--- src/rtl/uart_pkg.sv ---
// Shared UART definitions: payload width and the layout of one receive entry.
package uart_pkg;

  localparam int UART_DATA_W = 8;

  // One receive entry: framing-error flag sits directly above the data bits.
  typedef struct packed {
    logic                   frame_err;
    logic [UART_DATA_W-1:0] data;
  } uart_rx_entry_t;

  localparam int UART_RX_ENTRY_W = $bits(uart_rx_entry_t);

endpackage

--- src/rtl/uart_rx_fifo_if.sv ---
// Receiver-to-FIFO strobe, host drain handshake and status/control signals.
interface uart_rx_fifo_if #(
  parameter int DATA_W = uart_pkg::UART_DATA_W,
  parameter int DEPTH  = 16
);
  localparam int LW = $clog2(DEPTH) + 1;

  logic              wr_valid;
  logic [DATA_W-1:0] wr_data;
  logic              wr_frame_err;
  logic              rd_valid;
  logic              rd_ready;
  logic [DATA_W-1:0] rd_data;
  logic              rd_frame_err;
  logic [LW-1:0]     level;
  logic              almost_full;
  logic              overrun;
  logic              clr_overrun;
  logic              flush;

  // Receiver / host side.
  modport master (
    output wr_valid, wr_data, wr_frame_err, rd_ready, clr_overrun, flush,
    input  rd_valid, rd_data, rd_frame_err, level, almost_full, overrun
  );

  // FIFO side.
  modport slave (
    input  wr_valid, wr_data, wr_frame_err, rd_ready, clr_overrun, flush,
    output rd_valid, rd_data, rd_frame_err, level, almost_full, overrun
  );
endinterface

--- src/rtl/uart_fifo_mem.sv ---
// Register array with one synchronous write port and an asynchronous read port.
// Contents are deliberately never reset or cleared.
module uart_fifo_mem #(
  parameter int WIDTH = 9,
  parameter int DEPTH = 16,
  localparam int AW = $clog2(DEPTH)
) (
  input  logic             clk,
  input  logic             we,
  input  logic [AW-1:0]    waddr,
  input  logic [WIDTH-1:0] wdata,
  input  logic [AW-1:0]    raddr,
  output logic [WIDTH-1:0] rdata
);

  logic [WIDTH-1:0] mem_reg [DEPTH];

  // Store the incoming entry at the write address.
  always_ff @(posedge clk) begin
    if (we) mem_reg[waddr] <= wdata;
  end

  assign rdata = mem_reg[raddr];

endmodule

--- src/rtl/uart_rx_fifo.sv ---
// Receive byte buffer: first-word-fall-through FIFO with level, almost-full
// and a sticky overrun flag for bytes dropped while full.
module uart_rx_fifo
  import uart_pkg::*;
#(
  parameter int DATA_W      = UART_DATA_W,
  parameter int DEPTH       = 16,
  parameter int AFULL_LEVEL = 12
) (
  input  logic          clk,
  input  logic          reset,
  uart_rx_fifo_if.slave bus
);

  localparam int AW = $clog2(DEPTH);
  localparam int PW = AW + 1;
  localparam int EW = DATA_W + 1;

  logic [PW-1:0] wptr_reg, wptr_next;
  logic [PW-1:0] rptr_reg, rptr_next;
  logic          overrun_reg, overrun_next;
  logic          empty, full, push, pop;
  logic [EW-1:0] head;
  logic [PW-1:0] level;

  // Full/empty come from the pre-edge pointers only, so a pop in the same
  // cycle never frees room for a write arriving while full.
  assign empty = (wptr_reg == rptr_reg);
  assign full  = (wptr_reg[AW-1:0] == rptr_reg[AW-1:0]) &&
                 (wptr_reg[AW] != rptr_reg[AW]);
  assign push  = bus.wr_valid && !full && !bus.flush;
  assign pop   = !empty && bus.rd_ready;
  assign level = wptr_reg - rptr_reg;

  uart_fifo_mem #(.WIDTH(EW), .DEPTH(DEPTH)) u_mem (
    .clk   (clk),
    .we    (push),
    .waddr (wptr_reg[AW-1:0]),
    .wdata ({bus.wr_frame_err, bus.wr_data}),
    .raddr (rptr_reg[AW-1:0]),
    .rdata (head)
  );

  // Next pointer and overrun values; flush snaps the read pointer to the
  // write pointer, and a dropped write beats a clear request.
  always_comb begin
    wptr_next    = wptr_reg;
    rptr_next    = rptr_reg;
    overrun_next = overrun_reg;
    if (push) wptr_next = wptr_reg + PW'(1);
    if (bus.flush) rptr_next = wptr_reg;
    else if (pop) rptr_next = rptr_reg + PW'(1);
    if (bus.clr_overrun) overrun_next = 1'b0;
    if (bus.wr_valid && full) overrun_next = 1'b1;
  end

  // Pointer and overrun registers.
  always_ff @(posedge clk or negedge reset) begin
    if (!reset) begin
      wptr_reg    <= '0;
      rptr_reg    <= '0;
      overrun_reg <= 1'b0;
    end else begin
      wptr_reg    <= wptr_next;
      rptr_reg    <= rptr_next;
      overrun_reg <= overrun_next;
    end
  end

  assign bus.rd_valid     = !empty;
  assign bus.rd_data      = empty ? '0 : head[DATA_W-1:0];
  assign bus.rd_frame_err = empty ? 1'b0 : head[DATA_W];
  assign bus.level        = level;
  assign bus.almost_full  = (level >= PW'(AFULL_LEVEL));
  assign bus.overrun      = overrun_reg;

endmodule

--- src/flat_wrapper.sv ---
// flat-port wrapper written by rule: the top's interface ports become plain ports
module uart_rx_fifo_flat import uart_pkg::*;
#(
  parameter int DATA_W      = UART_DATA_W,
  parameter int DEPTH       = 16,
  parameter int AFULL_LEVEL = 12
)
  (clk, reset, bus_wr_valid, bus_wr_data, bus_wr_frame_err, bus_rd_ready, bus_clr_overrun, bus_flush, bus_rd_valid, bus_rd_data, bus_rd_frame_err, bus_level, bus_almost_full, bus_overrun);
  uart_rx_fifo_if #(.DATA_W(DATA_W), .DEPTH(DEPTH)) bus_i ();
  input  logic clk;
  input  logic reset;
  input wire logic [$bits(bus_i.wr_valid)-1:0] bus_wr_valid;
  input wire logic [$bits(bus_i.wr_data)-1:0] bus_wr_data;
  input wire logic [$bits(bus_i.wr_frame_err)-1:0] bus_wr_frame_err;
  input wire logic [$bits(bus_i.rd_ready)-1:0] bus_rd_ready;
  input wire logic [$bits(bus_i.clr_overrun)-1:0] bus_clr_overrun;
  input wire logic [$bits(bus_i.flush)-1:0] bus_flush;
  output wire logic [$bits(bus_i.rd_valid)-1:0] bus_rd_valid;
  output wire logic [$bits(bus_i.rd_data)-1:0] bus_rd_data;
  output wire logic [$bits(bus_i.rd_frame_err)-1:0] bus_rd_frame_err;
  output wire logic [$bits(bus_i.level)-1:0] bus_level;
  output wire logic [$bits(bus_i.almost_full)-1:0] bus_almost_full;
  output wire logic [$bits(bus_i.overrun)-1:0] bus_overrun;
  assign bus_i.wr_valid = bus_wr_valid;
  assign bus_i.wr_data = bus_wr_data;
  assign bus_i.wr_frame_err = bus_wr_frame_err;
  assign bus_i.rd_ready = bus_rd_ready;
  assign bus_i.clr_overrun = bus_clr_overrun;
  assign bus_i.flush = bus_flush;
  assign bus_rd_valid = bus_i.rd_valid;
  assign bus_rd_data = bus_i.rd_data;
  assign bus_rd_frame_err = bus_i.rd_frame_err;
  assign bus_level = bus_i.level;
  assign bus_almost_full = bus_i.almost_full;
  assign bus_overrun = bus_i.overrun;
  uart_rx_fifo #(.DATA_W(DATA_W), .DEPTH(DEPTH), .AFULL_LEVEL(AFULL_LEVEL)) u_core (.clk(clk), .reset(reset), .bus(bus_i));
endmodule
--- config.mk ---
export PLATFORM = sky130hd
export DESIGN_NAME = uart_rx_fifo_flat
export DESIGN_NICKNAME = d
export VERILOG_FILES = /design/src/rtl/uart_pkg.sv /design/src/rtl/uart_rx_fifo_if.sv /design/src/rtl/uart_fifo_mem.sv /design/src/rtl/uart_rx_fifo.sv /design/src/flat_wrapper.sv
export SDC_FILE = /design/constraint.sdc
export NUM_CORES = 1
export LEC_CHECK = 0
export BUFFER_PORTS_ARGS = -buffer_cell sky130_fd_sc_hd__buf_2
export CAP_MARGIN = 10
export CORE_MARGIN = 2
export CORE_UTILIZATION = 55
export CTS_CLUSTER_SIZE = 30
export DETAILED_ROUTE_END_ITERATION = 8
export HOLD_SLACK_MARGIN = 0.1
export PLACE_DENSITY_LB_ADDON = 0.1
export SYNTH_ARGS = -nofsm -noshare
export SYNTH_HDL_FRONTEND = slang
export SYNTH_HIERARCHICAL = 1
export SYNTH_SLANG_ARGS = --single-unit
--- constraint.sdc ---
create_clock -name clk -period 9.3 [get_ports clk]
set_clock_uncertainty 0.15 [all_clocks]
set_input_delay 0.93 -clock clk [delete_from_list [all_inputs] [get_ports clk]]
set_output_delay 0.93 -clock clk [all_outputs]
set_load 0.005 [all_outputs]
Yosys cells after proc, flatten, opt, wreduce, memory -nomap -nowiden:

Memory sizes are Yosys's and may differ from the RTL's.
Cells that the tools add are included.

* register bits after elaboration: 11
* bits in writable memories: 144
* bits of input ports: 15
* output and inout port bits: 17
* word-level logic and storage cells: 29
* memories kept: 1

Memory list
* u_core.u_mem.mem_reg: depth 16, width 9, read ports 1, clocked after memory_dff 0, write ports 1, line uart_fifo_mem.sv:16 `logic [WIDTH-1:0] mem_reg [DEPTH];`

* add/subtract/negate cells: 3
* magnitude comparators: 1
* equality and inequality tests: 3
* mux-type cells: 8
* reduce and logical (&&, ||, !) cells: 10

Operators by type and width (number)
* 5-bit by 1-bit adder with 5-bit output (second input constant): 2
* 5-bit 2-to-1 mux: 2
* 8-bit 2-to-1 mux: 1
* 5-bit == test: 1
* 5-bit by 4-bit >= comparator with 1-bit output (second input constant): 1
* 1-bit logical AND: 5
* 1-bit 2-to-1 mux: 5
* 5-bit subtractor: 1
* 4-bit == test: 1
* 2-bit nonzero test: 2
* 1-bit logical NOT: 3
* 1-bit inequality test: 1

Depth between registers and ports, before layout:

Gate-level depths: netlist of run 1.

* depth after elaboration: 7
* mapped depth: 8
* gate-level depth less buffers: 8

By module:

The synthesis of run 1 kept the hierarchy.

By module, submodules not included
* uart_fifo_mem: times used 1, cells an instance 245, area an instance 5600.4 µm², seq. area each 4324.1 µm²
* uart_rx_fifo: times used 1, cells an instance 106, area an instance 949.7 µm², seq. area each 275.3 µm²

Worst setup path after synthesis of run 1:

OpenSTA, ideal clock, no wires.

* path kind: input to register
* from: input bus_flush
* to: memory u_core.u_mem.mem_reg[0][0] (enable)
* setup time: 0.387 ns
* arrival time: 2.697 ns
* required time: 8.763 ns
* slack: 6.067 ns
* stages on the path: 6
* path buffers: 1
* cell sequence: buf_2 -> nor2b_1 -> o21ai_1 -> inv_1 -> or3b_2 -> nor3_1

* word-level cells in the longest chain between the ends: 4

RTL lines
* start, declared: line flat_wrapper.sv:17 `input wire logic [$bits(bus_i.flush)-1:0] bus_flush;`
* 1-bit logical NOT: line uart_rx_fifo.sv:31 `assign push = bus.wr_valid && !full && !bus.flush;`
* 1-bit logical AND: line uart_rx_fifo.sv:31
* via u_core.push: line uart_rx_fifo.sv:22 `logic empty, full, push, pop;`
* 1-bit 2-to-1 mux: line uart_fifo_mem.sv:20 `if (we) mem_reg[waddr] <= wdata;`
* 1-bit 2-to-1 mux (implied by the code): line uart_fifo_mem.sv:20
* end, declared: line uart_fifo_mem.sv:16

The timed path passes the listed nets, and every way through them passes these cells.

Worst setup path after layout of run 1:

* from: register u_core.rptr_reg[2]
* to: output bus_rd_data[2]

* word-level cells in the longest chain between the ends: 2
* elaborated cells on any way between the ends: 3
* those cells by class: 1 x eq/ne; 1 x mux; 1 x memory

RTL lines
* start, declared: line uart_rx_fifo.sv:20 `logic [PW-1:0] rptr_reg, rptr_next;`
* start signal, assigned: line uart_rx_fifo.sv:65 `rptr_reg <= rptr_next;`
* memory 16 x 9 bit / 5-bit == test (equally long branches)
* 8-bit 2-to-1 mux (*): line uart_rx_fifo.sv:71 `assign bus.rd_data = empty ? '0 : head[DATA_W-1:0];`
* end, declared: line flat_wrapper.sv:19 `output wire logic [$bits(bus_i.rd_data)-1:0] bus_rd_data;`

Every way passes the cells marked *; elsewhere a longest branch is shown, timed or not.

==> results of run 1 <==
-- power by group through the flow --
| stage | sequential, mW | combinational, mW | clock (mW) |
|---|---|---|---|
| after floorplan | 0.876 | 0.564 | 0 |
| after global placement | 0.903 | 0.738 | 0 |
| after detailed placement | 0.905 | 0.746 | 0 |
| after CTS | 0.892 | 0.750 | 0.659 |
| after global routing | 0.901 | 0.820 | 0.689 |
| final | 0.891 | 0.742 | 0.646 |
-- area by class of cell --
type / count / area (um2)
Sequential cell: 155 / 4600
Fill cell: 806 / 4150
Multi-Input combinational cell: 169 / 1780
Clock buffer: 20 / 437
Timing Repair Buffer: 36 / 193
Tap cell: 143 / 179
Clock inverter: 12 / 125
Inverter: 12 / 45.0
-- layer usage --
| metal | wire [um] | global-route usage (%) | up-vias |
|---|---|---|---|
| met2 | 5950 | 31.5 | 102 |
| met4 | 154 | 7.15 | 0 |
| met1 | 5580 | 30.5 | 1695 |
| met3 | 624 | 4.50 | 11 |
| met5 | 0 | 0 | - |
| li1 | - | - | 1518 |
-- path summary, 6_finish.rpt --
| check | start | endpoint | slack [ps] | cells past startpoint |
|---|---|---|---|---|
| worst min register to register | u_core/bus.overrun | u_core/bus.overrun | 360 | 1 |
| worst min-delay path | reset | u_core/wptr_reg[3] | 230 | 1 |
| worst max-delay path | u_core/rptr_reg[2] | bus_rd_data[2] | 5300 | 6 |
| worst max register to register | u_core/rptr_reg[2] | u_core/u_mem/mem_reg[1][1] | 5890 | 7 |
| max in group asynchronous | reset | u_core/rptr_reg[0] | 8520 | 1 |
| min in group clk | u_core/bus.overrun | u_core/bus.overrun | 360 | 1 |
-- layout by cell type (no fill, tap or decap), types with 5 or more instances in the layout --
cell,n
clkbuf_16,17
xnor2_1,5
nor2b_1,14
mux4_1,15
nand2_1,13
nand3_1,9
a22oi_1,20
ha_1,6
dfrtp_1,10
mux4_2,21
buf_4,5
buf_2,31
nor2_1,16
edfxtp_1,144
inv_1,12
-- stage by stage --
step	hold slack [ps]	setup slack (ps)	total power, mW
2_1_floorplan	353	6070	1.44
3_3_place_gp	343	5700	1.64
3_5_place_dp	349	5690	1.65
4_1_cts	224	5240	2.30
5_1_grt	234	5040	2.41
6_report	235	5300	2.28
-- cells by family (layout without fill, tap and decap cells) --
kind of cell | count (synthesis) | count (layout) | share of synthesized area (%)
DFF | 155 | 155 | 70.2
and+or+nand+nor | 77 | 77 | 6.42
AOI/OAI and AO/OA | 39 | 39 | 4.53
muxes | 38 | 38 | 13.6
buffers and inverters | 27 | 80 | 2.64
xor gates and xnor gates | 8 | 8 | 1.18
adders and majority gates | 7 | 7 | 1.45
==> flow_summary.json, run 1 <==
{
  "place.gp.congestion": 0.782,
  "ys.flop_type": "edfxtp_1",
  "gr-usage-all-layers_pct": 20.8,
  "drt_iter0_drc": 303,
  "cts_inserted_buffers": 17,
  "fin_nets": 413,
  "post-cts-setup-buffer-count": 0,
  "synth.distinct_cells": 54,
  "syn_area_um2": 6550,
  "htree_levels": 4,
  "first_global_vias": 3307,
  "insertion_delay_ps": 410,
  "largest_reg_flops": 144,
  "place_hpwl_mm": 7.43,
  "switching_share_pct": 31.3,
  "antenna_found_initial": 0,
  "ir_drop_v": 0.000133,
  "clk_path_buf_depth": 2,
  "start_util_pct": 56.9,
  "crit_path_top_delay_cell": "nor2_1",
  "port_buffers": 31,
  "status": "finished with violations",
  "hold_viol": 0,
  "finalSetupTns_ps": 0,
  "utilization_pct": 63.9,
  "synth_fp_nets": 373,
  "grt_start_max_net_pins": 40,
  "worst-setup-path-type": "flop to primary output",
  "finalSetupViolCount": 0,
  "die_x_um": 113,
  "slew_viol_final": 0,
  "p_per_area_nw_per_um2": 310,
  "layout_min_cycle_time_ps": 4000,
  "p_int_mw": 1.56,
  "p_seq_share_pct": 39.1,
  "critPathRequiredTime_ps": 8220,
  "postRouteAntennaNets": 0,
  "drive_gt1_share_pct": 22.8,
  "cts.reportedPaths.clkPinSlew_ps": 60,
  "critPathMaxFanout": 12,
  "cp-end-kind": "primary output",
  "core-area_um2": 11500,
  "row_count": 39,
  "die-area_um2": 12800,
  "max_cap_violations": 0,
  "hold_buffers": 0,
  "ys_ff_latch": 155,
  "placed_cells_incl_taps": 515,
  "drc": 2,
  "cp_data_arrival_time_ps": 2920,
  "postCtsResizedCells": 0,
  "synth_edf_count": 144,
  "synth.most_common_cell": "edfxtp_1",
  "grt-ovfl-total": 0,
  "area_delta_synth_final_pct": 12.4,
  "grt_pass1_wl_mm": 19.0,
  "p_leak_nw": 2.51,
  "seq_area_frac_synth_pct": 70.2,
  "synth_cells": 351,
  "max_freq_ghz": 0.250,
  "synth.avg_cell_area_um2": 18.7,
  "crit_family": "simple AND/OR/NAND/NOR gates",
  "via_per_inst": 6.08,
  "n_antenna_cell": 0,
  "power.switching_uw": 714,
  "yosysTopAreaCell": "edfxtp_1",
  "die_y_um": 113,
  "grt_setup_unrepaired": "no",
  "ios": 32,
  "num_vias": 3326,
  "tightest_slew_ps": 1090,
  "cp_num_buf_inv": 2,
  "cpPeakStageDelay_ps": 840,
  "worst_setup_path_start_kind": "flop",
  "cts_tree": "built",
  "dr.pass1.iters": 6,
  "timing.final.crit_share_pct": 43.0,
  "min_path_type": "primary input to async pin",
  "violations": "design-rule violations",
  "pwr-share-comb_pct": 32.6,
  "stdcell_area_um2": 7360,
  "crit_chain": "inv_1 -> ha_1 -> nand4_2 -> nor2_1 -> nor2b_1 -> buf_2",
  "instances_no_fill": 547,
  "wl_mm": 12.3,
  "yosys-top-cells-count": "edfxtp_1 (144), mux4_2 (21), a22oi_1 (20)",
  "placed_area_um2": 6800,
  "synth.top_cell.area_share_pct": 66.0,
  "clkSinkCount": 155,
  "cts_root_buf": "clkbuf_16",
  "synthArstFlopShare_pct": 7.10,
  "slew_headroom_pct": 26.8,
  "synth_warnings": 6,
  "clockPowerShare_pct": 28.4,
  "detail_route.wl_per_cell_um": 22.5,
  "ys_top_cells_by_area": "edfxtp_1 (66%), mux4_2 (7.2%), mux4_1 (6.0%), dfrtp_1 (4.2%), a22oi_1 (2.3%)"
}
No activity file was read; power rests on OpenSTA's default activity.
==> inputs of run 2 (changes only) <==
Clock period 9.3 ns to 3.65 ns, I/O delays scaled along.
==> run 2 against run 1 <==
Compared with the run above:
- the run still ends with design-rule violations left
- largest power group unchanged
- highest routed layer unchanged
- setup slack worse by 4900 ps
- sequential power is 150% higher
- global-route usage up 1.0 points
- critical path depth is the same
- clock power increased to 2.7 times the previous value
- first-iteration DRC count increased by 3.6%
==> flow_summary.json, run 2 (same netlist as run 1, synthesis figures left out) <==
{
  "status": "finished with violations",
  "violations": "design-rule violations",
  "ir_drop_v": 0.000374,
  "row_count": 39,
  "worst_setup_path_start_kind": "flop",
  "p_leak_nw": 2.62,
  "critPathRequiredTime_ps": 3130,
  "place.gp.congestion": 0.816,
  "die_y_um": 113,
  "drc": 2,
  "crit_path_top_delay_cell": "mux4_1",
  "grt_start_max_net_pins": 41,
  "first_global_vias": 3466,
  "utilization_pct": 65.4,
  "insertion_delay_ps": 410,
  "wl_mm": 12.7,
  "clkSinkCount": 155,
  "dr.pass1.iters": 6,
  "rrSetupSlack_ps": 700,
  "fin_nets": 431,
  "most-common-layout-cells": "edfxtp_1 (144), buf_2 (31), mux4_2 (21)",
  "gr-usage-all-layers_pct": 21.8,
  "htree_levels": 4,
  "die-area_um2": 12800,
  "switching_share_pct": 31.2,
  "min_path_type": "primary input to flop",
  "port_buffers": 31,
  "tightest_slew_ps": 961,
  "area_delta_synth_final_pct": 15.0,
  "slew_viol_final": 0,
  "clk_path_buf_depth": 2,
  "crit_chain": "buf_4 -> mux4_1 -> a22oi_1 -> nand2_1 -> nor2b_1 -> buf_2",
  "num_vias": 3415,
  "place_hpwl_mm": 7.61,
  "clockPowerShare_pct": 29.4,
  "largest_reg_flops": 144,
  "postRouteAntennaNets": 0,
  "timing.final.crit_share_pct": 89.6,
  "cp-end-kind": "primary output",
  "min_to": "u_core/rptr_reg[1]",
  "p_per_area_nw_per_um2": 795,
  "crit_cells": 6,
  "cp_data_arrival_time_ps": 2760,
  "start_util_pct": 56.9,
  "grt-ovfl-total": 0,
  "antenna_found_initial": 0,
  "rr_worst_depth": 7,
  "critPathMaxFanout": 40,
  "cpPeakStageDelay_ps": 640,
  "postCtsResizedCells": 0,
  "finalSetupTns_ps": 0,
  "crit_family": "buffers and inverters",
  "hold_path.startpoint": "bus_rd_ready",
  "via_per_inst": 6.04,
  "max_freq_ghz": 0.306,
  "max_cap_violations": 0,
  "grt_setup_unrepaired": "no",
  "power.switching_mw": 1.87,
  "layout_min_cycle_time_ps": 3270,
  "slew_headroom_pct": 35.8,
  "hold_viol": 0,
  "cts_root_buf": "clkbuf_16",
  "drive_gt1_share_pct": 25.4,
  "cts_inserted_buffers": 17,
  "rr_endpoint": "u_core/u_mem/mem_reg[7][0]",
  "cts.reportedPaths.clkPinSlew_ps": 60,
  "p_seq_share_pct": 36.6,
  "p_int_mw": 4.12,
  "holdPathStages": 3,
  "ios": 32,
  "n_antenna_cell": 0,
  "worst-setup-path-type": "flop to primary output",
  "cts_tree": "built",
  "core-area_um2": 11500,
  "crit-reg2reg-launch": "u_core/wptr_reg[0]",
  "layout_commonest_cell": "edfxtp_1",
  "cp_num_buf_inv": 2,
  "drt_iter0_drc": 314,
  "finalSetupViolCount": 0,
  "pwr-share-comb_pct": 34.0,
  "die_x_um": 113,
  "detail_route.wl_per_cell_um": 22.4,
  "grt_pass1_wl_mm": 19.8
}
[run 2: cell count changes in the layout (fill, tap and decap cells not counted), sizes merged]
cell	before	now
buf	36	51
inv	12	16
dlygate4sd3	0	3
bufinv	2	3
clkinv	6	2
clkinvlp	4	3
[run 2: tightest hold or removal path, stage by stage]
cell and delay [ps]:
buf_2 130, o2111ai_1 90, nand3_1 70
[run 2: area by class of cell]
cell class / count / area, um2
Tap cell: 143 / 179
Multi-Input combinational cell: 169 / 1780
Clock buffer: 20 / 437
Sequential cell: 155 / 4600
Timing Repair Buffer: 54 / 335
Inverter: 12 / 45.0
Fill cell: 801 / 3980
Clock inverter: 12 / 160
[run 2: timing repair]
action / CTS / global route
buffers inserted: 0 / 0
hold buffers: 3 / 0
endpoints found under the hold margin: 12 / 0
[run 2: worst max-delay path by stage]
stage | startpoint | to | slack, ps
CTS | u_core/rptr_reg[0] | bus_rd_data[4] | 340
global placement | u_core/rptr_reg[0] | bus_rd_data[4] | 810
finish | u_core/rptr_reg[0] | bus_rd_data[4] | 380
detailed placement | u_core/wptr_reg[0] | u_core/u_mem/mem_reg[7][1] | 710
floorplan | u_core/rptr_reg[2] | u_core/u_mem/mem_reg[0][0] | 660
global route | u_core/rptr_reg[0] | bus_rd_data[4] | 220
[run 2: metrics by stage]
stage / std cells / worst slack, ps / hold slack, ps / cell area, um2 / total power [mW]
after floorplan: 351 / 656 / -80.6 / 6550 / 3.67
after global routing: 565 / 218 / 155 / 7530 / 6.33
after detailed placement: 530 / 712 / 106 / 6910 / 4.26
after global placement: 530 / 808 / 103 / 6910 / 4.24
after CTS: 565 / 343 / 124 / 7530 / 6.04
final: 565 / 379 / 151 / 7530 / 5.99
[run 2: routing by layer]
layer,vias up,GRT usage (%),share of wire [%]
li1,1552,-,-
met1,1747,31.8,45
met2,110,32.9,48
met3,6,5.84,6.7
met4,0,6.67,0.73
met5,-,0,0
[run 2: power by group through the flow]
stage / Sequential, mW / Clock, mW / Combinational [mW]
6_report: 2.19 / 1.76 / 2.04
5_1_grt: 2.21 / 1.88 / 2.25
4_1_cts: 2.19 / 1.79 / 2.06
3_5_place_dp: 2.23 / 0 / 2.04
3_3_place_gp: 2.22 / 0 / 2.02
2_1_floorplan: 2.23 / 0 / 1.44
